--- src/rtl/calc_pkg.sv ---
// Shared opcode constants and result-register state type for the calculator slice.
package calc_pkg;

  localparam logic [2:0] OP_ADD  = 3'b000;  // A + B
  localparam logic [2:0] OP_SUB  = 3'b001;  // A - B
  localparam logic [2:0] OP_ABSB = 3'b010;  // |B| (bit 0 is don't-care)
  localparam logic [2:0] OP_RADD = 3'b100;  // B + A
  localparam logic [2:0] OP_RSUB = 3'b101;  // B - A
  localparam logic [2:0] OP_ABSA = 3'b110;  // |A| (bit 0 is don't-care)

  typedef enum logic {
    EMPTY = 1'b0,
    FULL  = 1'b1
  } state_t;

endpackage

--- src/rtl/calc_accumulator_if.sv ---
// Command/result handshake bundle between a command source and calc_accumulator.
interface calc_accumulator_if #(
  parameter int W = 16
);
  logic         cmd_valid;
  logic         cmd_ready;
  logic [2:0]   cmd_op;
  logic         cmd_clr;
  logic [W-1:0] cmd_data;
  logic         res_valid;
  logic         res_ready;
  logic [W-1:0] res_data;
  logic         res_ovf;

  modport master (
    output cmd_valid, cmd_op, cmd_clr, cmd_data, res_ready,
    input  cmd_ready, res_valid, res_data, res_ovf
  );

  modport slave (
    input  cmd_valid, cmd_op, cmd_clr, cmd_data, res_ready,
    output cmd_ready, res_valid, res_data, res_ovf
  );
endinterface

--- src/rtl/calc_accumulator_combcalc.sv ---
// CombCalc: signed W-bit combinational calculator (add/sub/reverse/abs) with overflow.
module CombCalc
  import calc_pkg::*;
#(
  parameter int W = 16
) (
  input  logic [W-1:0] a,
  input  logic [W-1:0] b,
  input  logic [2:0]   op,
  output logic [W-1:0] r,
  output logic         ovf
);

  logic [W-1:0] x;
  logic [W-1:0] y;
  logic         sub;
  logic         absop;

  // Operand steering, then one shared add/sub/abs evaluation with overflow detect.
  always_comb begin
    x     = a;
    y     = b;
    sub   = 1'b0;
    absop = 1'b0;
    r     = '0;
    ovf   = 1'b0;
    unique case (op)
      OP_ADD:  begin x = a; y = b; end
      OP_SUB:  begin x = a; y = b; sub = 1'b1; end
      OP_RADD: begin x = b; y = a; end
      OP_RSUB: begin x = b; y = a; sub = 1'b1; end
      default: begin absop = 1'b1; x = op[2] ? a : b; end
    endcase
    if (absop) begin
      r   = x[W-1] ? ('0 - x) : x;
      ovf = x[W-1] && (x[W-2:0] == '0);
    end else if (sub) begin
      r   = x - y;
      ovf = (x[W-1] != y[W-1]) && (r[W-1] != x[W-1]);
    end else begin
      r   = x + y;
      ovf = (x[W-1] == y[W-1]) && (r[W-1] != x[W-1]);
    end
  end

endmodule

--- src/rtl/calc_accumulator.sv ---
// calc_accumulator: handshake front-end that accumulates CombCalc results.
module calc_accumulator
  import calc_pkg::*;
#(
  parameter int W  = 16,
  parameter int CW = 8
) (
  input  logic                 clk,
  input  logic                 rst_n,
  calc_accumulator_if.slave    bus,
  output logic                 sticky_ovf,
  output logic [W-1:0]         acc,
  output logic [CW-1:0]        op_count
);

  state_t       state;
  logic [W-1:0] res_data_q;
  logic         res_ovf_q;
  logic [W-1:0] calc_r;
  logic         calc_ovf;
  logic         res_valid;
  logic         accept;

  CombCalc #(.W(W)) u_calc (
    .a   (acc),
    .b   (bus.cmd_data),
    .op  (bus.cmd_op),
    .r   (calc_r),
    .ovf (calc_ovf)
  );

  assign res_valid     = (state == FULL);
  assign bus.cmd_ready = !res_valid || bus.res_ready;
  assign accept        = bus.cmd_valid && bus.cmd_ready;
  assign bus.res_valid = res_valid;
  assign bus.res_data  = res_data_q;
  assign bus.res_ovf   = res_ovf_q;

  // Result-register occupancy plus accumulator/status update on each accepted command.
  always_ff @(posedge clk or negedge rst_n) begin
    if (!rst_n) begin
      state      <= EMPTY;
      acc        <= '0;
      res_data_q <= '0;
      res_ovf_q  <= 1'b0;
      sticky_ovf <= 1'b0;
      op_count   <= '0;
    end else if (accept) begin
      state <= FULL;
      if (bus.cmd_clr) begin
        acc        <= bus.cmd_data;
        res_data_q <= bus.cmd_data;
        res_ovf_q  <= 1'b0;
        sticky_ovf <= 1'b0;
        op_count   <= '0;
      end else begin
        acc        <= calc_r;
        res_data_q <= calc_r;
        res_ovf_q  <= calc_ovf;
        sticky_ovf <= sticky_ovf | calc_ovf;
        if (op_count != '1)
          op_count <= op_count + CW'(1);
      end
    end else if (bus.res_ready) begin
      state <= EMPTY;
    end
  end

endmodule

--- src/flat_wrapper.sv ---
// flat-port wrapper written by rule: the top's interface ports become plain ports
module calc_accumulator_flat import calc_pkg::*;
#(
  parameter int W  = 16,
  parameter int CW = 8
)
  (clk, rst_n, sticky_ovf, acc, op_count, bus_cmd_valid, bus_cmd_op, bus_cmd_clr, bus_cmd_data, bus_res_ready, bus_cmd_ready, bus_res_valid, bus_res_data, bus_res_ovf);
  calc_accumulator_if #(.W(W)) bus_i ();
  input  logic clk;
  input  logic rst_n;
  output logic sticky_ovf;
  output logic [W-1:0] acc;
  output logic [CW-1:0] op_count;
  input wire logic [$bits(bus_i.cmd_valid)-1:0] bus_cmd_valid;
  input wire logic [$bits(bus_i.cmd_op)-1:0] bus_cmd_op;
  input wire logic [$bits(bus_i.cmd_clr)-1:0] bus_cmd_clr;
  input wire logic [$bits(bus_i.cmd_data)-1:0] bus_cmd_data;
  input wire logic [$bits(bus_i.res_ready)-1:0] bus_res_ready;
  output wire logic [$bits(bus_i.cmd_ready)-1:0] bus_cmd_ready;
  output wire logic [$bits(bus_i.res_valid)-1:0] bus_res_valid;
  output wire logic [$bits(bus_i.res_data)-1:0] bus_res_data;
  output wire logic [$bits(bus_i.res_ovf)-1:0] bus_res_ovf;
  assign bus_i.cmd_valid = bus_cmd_valid;
  assign bus_i.cmd_op = bus_cmd_op;
  assign bus_i.cmd_clr = bus_cmd_clr;
  assign bus_i.cmd_data = bus_cmd_data;
  assign bus_i.res_ready = bus_res_ready;
  assign bus_cmd_ready = bus_i.cmd_ready;
  assign bus_res_valid = bus_i.res_valid;
  assign bus_res_data = bus_i.res_data;
  assign bus_res_ovf = bus_i.res_ovf;
  calc_accumulator #(.W(W), .CW(CW)) u_core (.clk(clk), .rst_n(rst_n), .bus(bus_i), .sticky_ovf(sticky_ovf), .acc(acc), .op_count(op_count));
endmodule
--- config.mk ---
export PLATFORM = sky130hd
export DESIGN_NAME = calc_accumulator_flat
export DESIGN_NICKNAME = d
export VERILOG_FILES = /design/src/rtl/calc_pkg.sv /design/src/rtl/calc_accumulator_if.sv /design/src/rtl/calc_accumulator_combcalc.sv /design/src/rtl/calc_accumulator.sv /design/src/flat_wrapper.sv
export SDC_FILE = /design/constraint.sdc
export NUM_CORES = 1
export LEC_CHECK = 0
export ABC_AREA = 1
export CAP_MARGIN = 10
export CORE_ASPECT_RATIO = 1.4
export CORE_MARGIN = 1
export CORE_UTILIZATION = 43
export CTS_CLUSTER_SIZE = 12
export DETAILED_ROUTE_END_ITERATION = 7
export PLACE_DENSITY = 0.67
export SLEW_MARGIN = 20
export SYNTH_ARGS = -nofsm -noshare
export SYNTH_HDL_FRONTEND = slang
export SYNTH_SLANG_ARGS = --single-unit
--- constraint.sdc ---
create_clock -name clk -period 3.2 [get_ports clk]
set_input_delay 0.64 -clock clk [delete_from_list [all_inputs] [get_ports clk]]
set_output_delay 0.64 -clock clk [all_outputs]
set_load 0.01 [all_outputs]
# == Word-level counts from Yosys, hierarchy flattened ==
# Index checks and enable logic that the tools add are counted.
# classes
n_addsub,4
multipliers,0
div,0
magnitude_cmp,0
eq_ne,8
shift,0
n_mux,16
n_bitwise,1
reduce_logical,15
# op_table
operator,n
$mux W16,6
$pmux W16 S2,1
$add A16 B16 Y16,1
$mux W8,2
$sub A1 B16 Y16 const A,1
$sub A16 B16 Y16,1
$logic_not A15 Y1,1
$add A8 B1 Y8 const B,1
$ne A8 B8 Y1 const B,1
$mux W1,7
$eq A3 B3 Y1 const B,2
$reduce_or A2 Y1,3
$logic_and A1 B1 Y1,4
$reduce_bool A2 Y1,2
$reduce_or A4 Y1,1
$eq A3 B1 Y1 const B,1
$logic_not A3 Y1,1
$ne A1 B1 Y1,3
$reduce_and A2 Y1,1
$eq A1 B1 Y1,1
$logic_not A1 Y1,1
$logic_or A1 B1 Y1,1
$or A1 B1 Y1,1
# totals
ff_bits,27
latch_bits,0
mem_bits_rw,0
rom_bits,0
inputBits,24
word_cells,49
n_memories,0

# == Logic depth before layout (Yosys ltp) ==
# Gate-level depths: netlist of run 1.
# depth
word_depth,10
mapped_depth,24
depth_no_buf,23

# == Hierarchy ==
# Synthesis of run 1 repeated with hierarchy kept, for this count alone.
# hier_totals
cells_unflattened,694
hier_area_um2,4146.5
# modules_own_cells
mod,instances,cells_per_inst,area_each_um2,seq_area_each_um2
CombCalc,1,512,2638.8,0.0
calc_accumulator,1,182,1507.7,675.6

# == Worst setup path after synthesis of run 1 ==
# No wires, ideal clock.
# synth_timing
kind,input -> register
from,input bus_cmd_op[1]
to,register u_core.acc[12]
setup_ns,0.116
arrival_time_ns,3.094
required_ns,3.084
slack_ns,-0.011
cell_stages,20
cell_sequence,inv_1 -> nand2_4 -> buf_4 -> clkbuf_1 -> nor2_1 -> a21oi_1 -> ha_1 -> fa_1 -> or2_2 -> o21ai_0 -> a21oi_1 -> o21bai_1 -> a21o_1 -> nand2_1 -> nand2_1 -> nand2_1 -> nand3_1 -> nand2_1 -> nand2_1 -> nand2_1
# synth_via
elab_chain_len,7
elab_cells_between_ends,18
classes_between,3 x add/sub; 3 x eq/ne; 7 x mux; 5 x reduce/logical
# synth_lines
element,line,rtl
from (decl),flat_wrapper.sv:15,input wire logic [$bits(bus_i.cmd_op)-1:0] bus_cmd_op;
"$eq A3 B3 Y1, or another cell as far along",calc_accumulator_combcalc.sv:27,unique case (op)
$reduce_or A2 Y1 (no line),--,
$pmux W16 S2 / $mux W16 (equally long branches),calc_accumulator_combcalc.sv:27,
"$sub A1 B16 Y16, or another cell as far along",calc_accumulator_combcalc.sv:35,r = x[W-1] ? ('0 - x) : x;
"$mux W16, on equally long branches","calc_accumulator_combcalc.sv:35, calc_accumulator_combcalc.sv:37",
$mux W16 *,calc_accumulator_combcalc.sv:34,if (absop) begin
$mux W16 *,calc_accumulator.sv:50,if (bus.cmd_clr) begin
to (signal assigned),calc_accumulator.sv:51,acc <= bus.cmd_data;
to (signal assigned),calc_accumulator.sv:57,acc <= calc_r;
to (decl),calc_accumulator.sv:12,"output logic [W-1:0] acc,"
# Mark *: on every way between the ends. The rest lies on a longest branch, timed or not.
# A chain may end at the register's enable or synchronous reset.

# == Worst setup path after layout of run 1 ==
# Ends and elaborated chain as after synthesis.

==> metrics.md, run 1 <==
| Metric | Value |
|---|---|
| CP startpoint kind | input port |
| Clock Sinks | 27 |
| Outcome | complete, no violations |
| Grt ovf | 0 |
| Via count | 5067 |
| PnR worst setup slack | 0.1590 ns |
| Hold slack final | 0.4926 ns |
| Initial antenna violation count | 0 |
| Dpl ws | -0.6805 ns |
| Max Freq | 0.3288 GHz |
| Syn_nets | 761 |
| Fin. Hold Viols | 0 |
| Critical Path AT | about 3.2 ns |
| Setup violators final | 0 |
| Total CTS buffers | 3 |
| Die height | 118.4 um |
| Cell count after synthesis | 703 |
| Worst Hold Depth | 2 |
| Pwr Density | 441.3 nW/um2 |
| Final nets | roughly 920 |
| Row count | 42 |
| First-pass DRT Iterations | 5 |
| Reg2Reg Depth | 19 |
| Core box area | 9407 um2 |
| Leakage | roughly 3.1 nW |
| Largest net degree at the start of global routing | 28 |
| Die ar. | 10080 um2 |
| Skew-Pair Late Insertion Delay | 0.28 ns |
| Maximum clock path buffer count | 2 |
| Reg2Reg Capture Point | u_core.acc[11] |
| Hold crit path type | flip-flop to flip-flop |
| Drt via density | 5.197 |
| Final design utilization | a little over three fifths |
| Root Buffer | clkbuf_16 |
| Ys async rst share | 100.0% |
| CP endpoint kind | flip-flop |
| Fin crit period | 3.041 ns |
| Post-DP HPWL | ~11 mm |
| Avg WL per Cell | between 10 and 15 um |
| Slew headroom | 62.29% |
| Count of cell types in the netlist | 47 |
| Share of layout cells above drive strength 1 | 22.31% |
| WS Path Type | input port to flip-flop |
| Syn avg cell area | just under 6 um2 |
| DRC viols | 0 |
| Total GRT Usage | 28.55% |
| Period Utilization, post-route | 95.03% |
| Violation count after the first detailed-route iteration | about 260 |
| Overall power | 0.002605 W |
| CTS Hold Bufs | 0 |
| Routed WL | roughly 14 mm |
| Max Cap Viol | 0 |
| Sequential element share of the synthesized area | 16.24% |
| Area Growth Syn to Fin | 41.85% |
| Netlist Area Pre-Place | 4161 um2 |
| Post-synth EDFFs | 0 |
| TritonCTS clock tree | yes |
| CP max FO | 9 |
| CP dominant cell by count | nand2_1 |
| Req. time, crit path | between 3 and 4 ns |
| Crit-path cells | clkbuf_2 > buf_4 > nand2_2 > nand2_8 > buf_6 > buf_4 > buf_4 > nand2_1 > o21ai_2 > ha_1 > buf_4 > inv_1 > a21oi_1 > nand2_1 > o21bai_1 > a21o_1 > nand2_1 > nand3_1 > nand3_1 > nand2_1 > nand2_1 > nand2_1 |
| Antenna diodes | 0 |
| Ys flop type | dfrtp_1 |
| Worst R2R Start | u_core.acc[1] |
| Actual slew at the worst max-slew pin | 0.5514 ns |
| H-tree Lvls | 1 |
| Synth Warn # | 0 |
| Slowest-stage cell, CP | ha_1 |
| FF-to-FF setup slack | roughly 0.52 ns |
| Worst path max stage delay | between 0.3 and 0.4 ns |
| Ranking of synthesized cells by area | nand2_1, dfrtp_1, ha_1 |
| Initial Utilization | 44.24% |
| Worst-path clk slew | approximately 0.07 ns |
| Vias in the first global route | 4920 |
| PortBufs | 67 |
| Leading area contributor after synthesis | nand2_1 |
| Synth cell count leaders | nand2_1, inv_1, nor2_1, nand3_1, a21oi_1 |
| Synth Register Bits | 27 |
| Layout Skew | 0.01322 ns |
| Top-area cell type share of the netlist area | around 18% |
| Hold endpoint | u_core.bus.res_ovf |
| Max Slew Vio Count | 0 |
| Routed Antenna Nets | 0 |
| Max VDD drop | approximately 0.32 mV |
| Hold path startpoint | u_core.bus.res_ovf |
| Gp weighted congestion | between 0.9 and 1 |
| Global-route wire length before repair | 22.96 mm |
| Die W | 85.15 um |
| Most frequent cell after synthesis | nand2_1 |
| Io pins | between 60 and 70 |
[registers in the layout (all words and copies together), names as in the netlist]
name / count
u_core.bus.res_valid: 1
u_core.acc: 16
u_core.bus.res_ovf: 1
u_core.op_count: 8
u_core.sticky_ovf: 1
[area by class of cell]
| class | count | area (um2) |
|---|---|---|
| Sequential cell | 27 | 675.6 |
| Fill cell | 892 | 3503 |
| Tap cell | 110 | 137.6 |
| Timing Repair Buffer | 195 | 1650 |
| Clock buffer | 3 | 75.07 |
| Inverter | 112 | 422.9 |
| Multi-Input combinational cell | 527 | 2934 |
| Clock inverter | 1 | 7.507 |
[logic make-up (layout without fill, tap and decap cells)]
group,after synthesis,in the layout,share of synthesized area [%]
fa+ha+maj,34,34,10.58
flops,27,27,16.24
simple gates,353,353,36.53
xor+xnor,2,2,0.4210
compound gates,138,138,20.26
buf+inv,149,311,15.96
[cell usage in the layout (no fill, tap or decap), types with 2 or more instances in the layout]
master and n:
dfrtp_1 27, nor4_1 2, nor2_1 61, xor2_1 2, ha_4 2, nand4_1 7, o21ai_1 20, nand3_1 55
o21ai_0 29, o21ai_2 9, clkdlybuf4s50_1 65, a31oi_1 3, a221oi_1 2, or2_2 3, a21oi_2 8, nand2_1 198
o21bai_1 3, ha_1 28, clkbuf_2 2, o211ai_1 2, nand2_2 6, o21ai_4 6, inv_1 104, nand3_2 4
buf_4 125, a21oi_1 44, nor3_2 3, a21o_1 3, fa_2 2, buf_12 2, nor3_1 6, ha_2 2
o22ai_1 2, inv_2 6, clkbuf_16 3
[worst max-delay path by stage]
stage                  start                  to  slack, ns
2_1_floorplan  bus_cmd_op[1]      u_core.acc[12]       0.03
3_3_place_gp   bus_cmd_op[1]  u_core.bus.res_ovf      -0.69
3_5_place_dp   bus_cmd_op[1]   u_core.sticky_ovf      -0.68
4_1_cts        bus_cmd_op[1]  u_core.bus.res_ovf      0.004
5_1_grt        bus_cmd_op[1]      u_core.acc[11]     -0.007
6_report       bus_cmd_op[1]      u_core.acc[12]       0.16
[per-layer routing]
layer / wire (um) / GRT usage [%]
met5: 0 / 0
met2: 6804 / 49.85
met4: 431 / 11.23
met1: 6250 / 36.32
met3: 553 / 1.746
[worst max-delay path: cells and delay by family]
kind / cells / cell delay (ns)
buffers and inverters: 7 / 0.88
and+or+nand+nor: 10 / 0.78
AOI/OAI and AO/OA: 4 / 0.54
adders and majority gates: 1 / 0.35
[power breakdown]
| group | internal [W] | total [W] | switching [W] |
|---|---|---|---|
| Sequential | 0.000394 | 0.000468 | 0.0000738 |
| Clock | 0.000171 | 0.000310 | 0.000139 |
| Combinational | 0.000875 | 0.00183 | 0.000953 |
| Total | 0.00144 | 0.00261 | 0.00117 |
[repair_timing]
| item | 4_1_cts | 5_1_grt |
|---|---|---|
| gates resized for setup | 16 | 25 |
| cloned | 0 | 0 |
| setup buffers | 0 | 1 |
| endpoints found under the setup margin | 14 | 14 |
| pin swaps | 2 | 4 |
[per-stage QoR]
step	instances	TNS, ns	instance area, um2
6_report	975	0	5903
5_1_grt	975	-0.007280	5903
4_1_cts	974	0	5826
3_5_place_dp	970	-7.864	5707
3_3_place_gp	970	-7.501	5707
2_1_floorplan	703	0	4163
Note: power is estimated with default switching activity, not from simulation.
==> run 2, diff against run 1 <==
CTS_BUF_LIST = sky130_fd_sc_hd__clkbuf_2   (was not set)
SYNTH_HIERARCHICAL = 1   (was not set)
==> metrics.md, run 2 <==
| Metric | Value |
|---|---|
| Syn_nets | 752 (-1.2%) |
| Netlist Area Pre-Place | 4146 um2 (-0.36%) |
| Leading area contributor after synthesis | nand2_1 |
| Root Buffer | clkbuf_2 |
| Routed Antenna Nets | 0 (unchanged) |
| Max Freq | 0.3233 GHz (-1.7%) |
| Top delay family on crit path | buffers and inverters |
| Fin. Hold Viols | 0 (unchanged) |
| Routed WL | 13.57 mm (-3.3%) |
| Slew headroom | 62.34% (about the same) |
| Violated checks | DRC |
| Max Cap Viol | 0 (unchanged) |
| Critical Path AT | 3.35 ns (+0.15 ns) |
| First-pass DRT Iterations | 8 (+3) |
| Die ar. | 10050 um2 (-0.36%) |
| H-tree Lvls | 1 (unchanged) |
| Top-area cell type share of the netlist area | 18.65% (+0.70 points) |
| Synth cell count leaders | nand2_1, inv_1, nor2_1, nand3_1, o21ai_0 |
| Outcome | complete, but fails checks |
| Clock Sinks | 27 (unchanged) |
| Count of cell types in the netlist | 46 (-2.1%) |
| Period Utilization, post-route | 96.66% (+1.6 points) |
| Filler instances | 882 (-1.1%) |
| Most frequent cell after synthesis | nand2_1 |
| Total GRT Usage | 27.14% (-1.4 points) |
| Avg WL per Cell | 14.35 um (-0.36%) |
| TritonCTS clock tree | yes |
| Synth Register Bits | 27 (unchanged) |
| Leakage | 2.942 nW (-6.0%) |
| Syn avg cell area | 5.975 um2 (+0.93%) |
| Worst path max stage delay | 0.36 ns (about the same) |
| Skew-Pair Late Insertion Delay | 0.36 ns (+0.08 ns) |
| PortBufs | 67 (unchanged) |
| Row count | 42 (unchanged) |
| Hold slack final | 0.5236 ns (+0.03109 ns) |
| Actual slew at the worst max-slew pin | 0.5627 ns (+0.01135 ns) |
| Synth Warn # | 6 (+6) |
| CP startpoint kind | input port |
| Setup violators final | 0 (unchanged) |
| Die W | 84.99 um (-0.18%) |
| Crit-path cells | dlygate4sd2_1 > buf_4 > nand2_4 > nand2_8 > bufbuf_16 > o21ai_0 > inv_1 > ha_1 > inv_1 > nor3_2 > buf_4 > nand3_1 > nand2_1 > nand3_1 > nand3_1 > nand2_1 > nand2_1 > a31oi_1 |
| Ys flop type | dfrtp_1 |
| Antenna diodes | 0 (unchanged) |
| Core box area | 9407 um2 (unchanged) |
| Req. time, crit path | 3.46 ns (+0.10 ns) |
| Overall power | 0.002443 W (-6.2%) |
| Grt ovf | 0 (unchanged) |
| Most frequent cells in the layout | nand2_1, buf_4, inv_1 |
| Max VDD drop | 0.1457 mV (-55%) |
| Via count | 4942 (-2.5%) |
| Largest register FFs | 16 (unchanged) |
| Final setup TNS | 0 ns (unchanged) |
| CTS Hold Bufs | 0 (unchanged) |
| DRC viols | 2 (+2) |
| CP Buf/Inv Count | 6 (-1) |
| Slowest-stage cell, CP | ha_1 |
| Sequential element share of the synthesized area | 16.29% (+0.059 points) |
| Maximum clock path buffer count | 2 (unchanged) |
| Drt via density | 5.224 (+0.52%) |
| Fin crit period | 3.093 ns (+0.05212 ns) |
| Die height | 118.2 um (-0.18%) |
| Max Slew Vio Count | 0 (unchanged) |
| Violation count after the first detailed-route iteration | 324 (+23%) |
| Layout Skew | 0.004994 ns (-0.008222 ns) |
| Hold crit path type | flip-flop to flip-flop |
| Pwr Density | 421.5 nW/um2 (-4.5%) |
| CP endpoint kind | flip-flop |
| Initial Utilization | 44.08% (-0.16 points) |
| Worst-path clk slew | 0.23 ns (+0.16 ns) |
| Gp weighted congestion | 0.9367 (-2.0%) |
| Vias in the first global route | 4699 (-4.5%) |
| CP max FO | 12 (+3) |
| Cell count after synthesis | 694 (-1.3%) |
| Ys async rst share | 100.0% (unchanged) |
| Total CTS buffers | 3 (unchanged) |
| Ranking of synthesized cells by area | nand2_1, dfrtp_1, ha_1 |
| WS Path Type | input port to flip-flop |
| Commonest non-fill, non-tap cell in the layout | nand2_1 |
| Post-synth EDFFs | 0 (unchanged) |
| Io pins | 68 (unchanged) |
| Largest net degree at the start of global routing | 39 (+39%) |
| Final nets | 895 (-3.1%) |
| Area Growth Syn to Fin | 39.77% |
| Initial antenna violation count | 0 (unchanged) |
| Share of layout cells above drive strength 1 | 23.68% (+1.4 points) |
| Global-route wire length before repair | 22.15 mm (-3.5%) |
| Post-DP HPWL | 10.78 mm (-6.0%) |
[run 2: cell count changes in the layout (fill, tap and decap cells not counted), sizes merged, moves of 3 or more]
cell	change
xor2	+3
buf	-18
inv	-13
nand2	+11
or2	-4
a31oi	+13
nand3	-7
a21oi	-13
[run 2: cells by family (layout without fill, tap and decap cells)]
group / after synthesis / count (layout) / share of synthesized area, %
simple gates: 351 / 351 / 36.66
xor+xnor: 7 / 7 / 1.479
buf+inv: 139 / 281 / 15.63
fa+ha+maj: 34 / 34 / 10.62
flops: 27 / 27 / 16.29
compound gates: 136 / 136 / 19.31
[run 2: what timing repair did]
item	4_1_cts	5_1_grt
cloned	1	0
resized for setup	30	37
setup endpoints to repair	13	13
endpoints found under the hold margin	0	0
pin swaps	3	5
setup buffers	3	3
[run 2: worst paths after layout]
kind                                   startpoint                       to  slack (ns)  depth (start not counted)
setup / recovery                    bus_cmd_op[1]  u_core/bus.res_data[15]        0.11                         18
hold / removal                 u_core/bus.res_ovf       u_core/bus.res_ovf        0.52                          2
setup reg to reg           u_core/bus.res_data[2]  u_core/bus.res_data[15]        0.48                         17
hold reg to reg                u_core/bus.res_ovf       u_core/bus.res_ovf        0.52                          2
max in group asynchronous                   rst_n       u_core/op_count[6]        2.34                          2
min in group asynchronous                   rst_n  u_core/bus.res_data[11]        0.61                          2
[run 2: where the power goes]
part	switching [W]	internal, W
Clock	0.0000964	0.0000330
Sequential	0.0000829	0.000394
Combinational	0.000965	0.000872
Total	0.00114	0.00130
[run 2: routing by layer]
metal	share of wire [%]	track usage, %
met5	0	0
met3	3.8	1.117
met4	2.5	8.263
met2	49	48.03
met1	44	35.33
[run 2: layout make-up]
cell class                 instances  area, um2  share of cell area [%]
multi-input combinational        528       3049                   52.61
timing repair buffer             178       1539                   26.55
sequential                        27      675.6                   11.66
inverter                          99      374.1                   6.455
tap                              110      137.6                   2.375
clock buffer                       4      20.02                  0.3454
[run 2: worst register-to-register path: stages (launching register included)]
cell     delay, ns
dfrtp_1       0.51
inv_1         0.07
o21ai_0       0.22
buf_4         0.16
inv_1         0.04
ha_1          0.30
o21ai_2       0.19
nand4_1       0.14
nand2_1       0.11
nand3_1       0.08
nand2_1       0.15
nand3_1       0.17
nand2_1       0.12
nand3_1       0.07
nand3_1       0.08
nand2_1       0.06
nand2_1       0.07
a31oi_1       0.08
[run 2: metrics by stage]
step                util [%]  instance area (um2)  std cells  setup WS (ns)
floorplan                  -                 4148        694        0.01285
global placement       58.19                 5474        935        -0.6526
detailed placement     58.19                 5474        935        -0.6919
CTS                    60.07                 5650        943        0.03306
global route           61.61                 5796        946       -0.01219
finish                 61.61                 5796        946         0.1069
==> RTL edit: new RTL, config.mk and constraints of run 1 <==
Register the output `op_count` once more, cleared by the reset; this adds one clock of latency there. The other outputs are not delayed to match.
--- a/src/rtl/calc_accumulator.sv
+++ b/src/rtl/calc_accumulator.sv
@@ -13,4 +13,6 @@
   output logic [CW-1:0]        op_count
 );
+
+  logic [CW-1:0] op_count_s0;
 
   state_t       state;
@@ -45,5 +47,5 @@
       res_ovf_q  <= 1'b0;
       sticky_ovf <= 1'b0;
-      op_count   <= '0;
+      op_count_s0 <= '0;
     end else if (accept) begin
       state <= FULL;
@@ -53,5 +55,5 @@
         res_ovf_q  <= 1'b0;
         sticky_ovf <= 1'b0;
-        op_count   <= '0;
+        op_count_s0 <= '0;
       end else begin
         acc        <= calc_r;
@@ -59,6 +61,6 @@
         res_ovf_q  <= calc_ovf;
         sticky_ovf <= sticky_ovf | calc_ovf;
-        if (op_count != '1)
-          op_count <= op_count + CW'(1);
+        if (op_count_s0 != '1)
+          op_count_s0 <= op_count_s0 + CW'(1);
       end
     end else if (bus.res_ready) begin
@@ -67,4 +69,12 @@
   end
 
+  always_ff @(posedge clk or negedge rst_n) begin
+    if (!rst_n) begin
+      op_count <= '0;
+    end else begin
+      op_count <= op_count_s0;
+    end
+  end
+
 endmodule
 
Behaviour: not the same (Yosys sat finds a counterexample within 4 cycles, from zero or initial values and one cycle with rst_n low).
==> RTL edit against run 1 <==
  * Sequential cell count increased by 8
  * Power increased by 10%
  * Sequential power increased by 24%
  * Cell area increased by 2.8%
  * Worst setup slack got worse by 3.8 ps
  * Wire length increased by 7.9%
  * Worst hold slack got worse by 78 ps
  * Synthesized cell count decreased by 0.14%
  * Largest power group unchanged
  * Synthesized area increased by 4.5%
==> RTL edit: results (changes against run 1) <==
| Metric | Value |
|---|---|
| Detail Placement HPWL | `11840 um (+3.2%)` |
| CTS root buf | `clkbuf_16` |
| Yosys cell types | `45 (-4.3%)` |
| Placed cell count | `977 (+0.72%)` |
| Top delay family on crit path | `simple AND/OR/NAND/NOR gates` |
| Reg2reg start | `u_core.acc[0]` |
| TritonRoute pass-1 iters | `6 (+1)` |
| Vias post-DR | `5174 (+2.1%)` |
| Syn_area_per_cell | `6.195 um2 (+4.7%)` |
| Worst Hold Path EP | `u_core.op_count[6]` |
| Total GRT Usage | `0.2943 (+0.008831)` |
| CP Data Arrival Time | `3220 ps (+20 ps)` |
| RD Place Congestion | `0.9492 (-0.69%)` |
| Reg2Reg Depth | `16 (-3)` |
| Asr flop ratio synth | `1.000 (unchanged)` |
| Measured slew at the worst slew-check pin | `834.2 ps (+282.8 ps)` |
| Initial DRC count | `288 (+9.5%)` |
| Largest net degree at the start of global routing | `36 (+29%)` |
| CP max stage delay | `450 ps (+100 ps)` |
| Regs by FF count | `u_core.acc: 16 flops, u_core.op_count: 8 flops, u_core.op_count_s0: 8 flops` |
| H-tree depth | `2 (+1)` |
| Setup Skew | `3.075 ps (-10.14 ps)` |
| Final nets | `910 (-1.5%)` |
| Hold path depth | `0 (-2)` |
| Static Leakage | `0.003181 uW (+1.6%)` |
| Post-synthesis net count | `760 (-0.13%)` |
| RR Endpoint | `u_core.acc[12]` |
| Max FO, Critical Path | `3 (-6)` |
| CTS Buf Count | `5 (+2)` |
| Fill count | `938 (+5.2%)` |
| WL final | `15160 um (+7.9%)` |
| Worst Min Path Start | `u_core.op_count_s0[6]` |
| Vias per cell | `5.237 (+0.77%)` |
| Status | `complete, no violations` |
| Max VDD drop | `0.5334 mV (+66%)` |
| First-pass GRT wire length | `23870 um (+4.0%)` |
| Vias in the first global route | `5008 (+1.8%)` |
| Reg2Reg Setup Slack | `540 ps (+20 ps)` |
| Register area share after synthesis | `0.2014 (+0.03902)` |
| Synth Flop Type | `dfrtp_1` |
| Slowest-stage cell, CP | `clkdlybuf4s50_1` |
| Top cells by area, synth | `dfrtp_1 (20%), nand2_1 (16%), ha_1 (9.2%)` |
| Layout cell share with drive strength beyond 1 | `0.2216 (-0.001550)` |
==> RTL edit: cell families (layout without fill, tap and decap cells) <==
kind of cell,count (synthesis),count (layout),share of synthesized area
buf+inv,146,297,0.1487
flops,35,35,0.2014
compound gates,143,143,0.1939
fa+ha+maj,34,34,0.1013
xor+xnor,3,3,0.006043
simple gates,341,341,0.3487
==> RTL edit: per-stage QoR <==
step	power [uW]	hold slack [ps]	setup WS (ps)	instance area [um2]
2_1_floorplan	1537	344.4	16.50	4349
3_3_place_gp	2267	402.4	-545.0	5781
3_5_place_dp	2286	402.4	-612.0	5781
4_1_cts	2796	416.7	18.29	5932
5_1_grt	3078	422.6	12.15	6071
6_report	2868	414.3	155.2	6071
==> RTL edit: repair_timing <==
| action | 4_1_cts | 5_1_grt |
|---|---|---|
| gates resized for setup | 7 | 32 |
| pin swaps | 0 | 5 |
| cloned | 0 | 1 |
| setup endpoints to repair | 14 | 14 |
| buffers inserted | 0 | 2 |
==> RTL edit: power by group <==
| group | switching [uW] | internal [uW] | leakage (uW) | total (uW) |
|---|---|---|---|---|
| Clock | 202 | 288 | 0.0000669 | 489 |
| Combinational | 958 | 839 | 0.00266 | 1800 |
| Sequential | 79.4 | 503 | 0.000451 | 582 |
==> RTL edit: how the worst max path moves through the flow <==
| stage | start | end | slack (ps) | cells after the start |
|---|---|---|---|---|
| after CTS | bus_cmd_op[1] | u_core.acc[13] | 20 | 23 |
| after floorplan | bus_cmd_op[1] | u_core.acc[12] | 20 | 19 |
| after global routing | bus_cmd_data[0] | u_core.acc[12] | 10 | 18 |
| final | bus_cmd_data[0] | u_core.acc[12] | 160 | 18 |
| after global placement | bus_cmd_op[2] | u_core.bus.res_ovf | -540 | 17 |
| after detailed placement | bus_cmd_op[1] | u_core.bus.res_ovf | -610 | 24 |
==> RTL edit: cell type report <==
| class | count | area (um2) | area share |
|---|---|---|---|
| multi-input combinational | 521 | 2922 | 0.4812 |
| timing repair buffer | 179 | 1550 | 0.2554 |
| sequential | 35 | 875.8 | 0.1443 |
| inverter | 110 | 412.9 | 0.06801 |
| tap | 135 | 168.9 | 0.02782 |
| clock buffer | 6 | 128.9 | 0.02123 |
| clock inverter | 2 | 12.51 | 0.002061 |
==> RTL edit: metal layers <==
metal,track usage,vias up,part of all wire
met5,0,-,0
met4,0.1104,0,0.035
met3,0.03061,37,0.052
met2,0.5310,186,0.51
met1,0.3532,2399,0.40
li1,-,2552,-
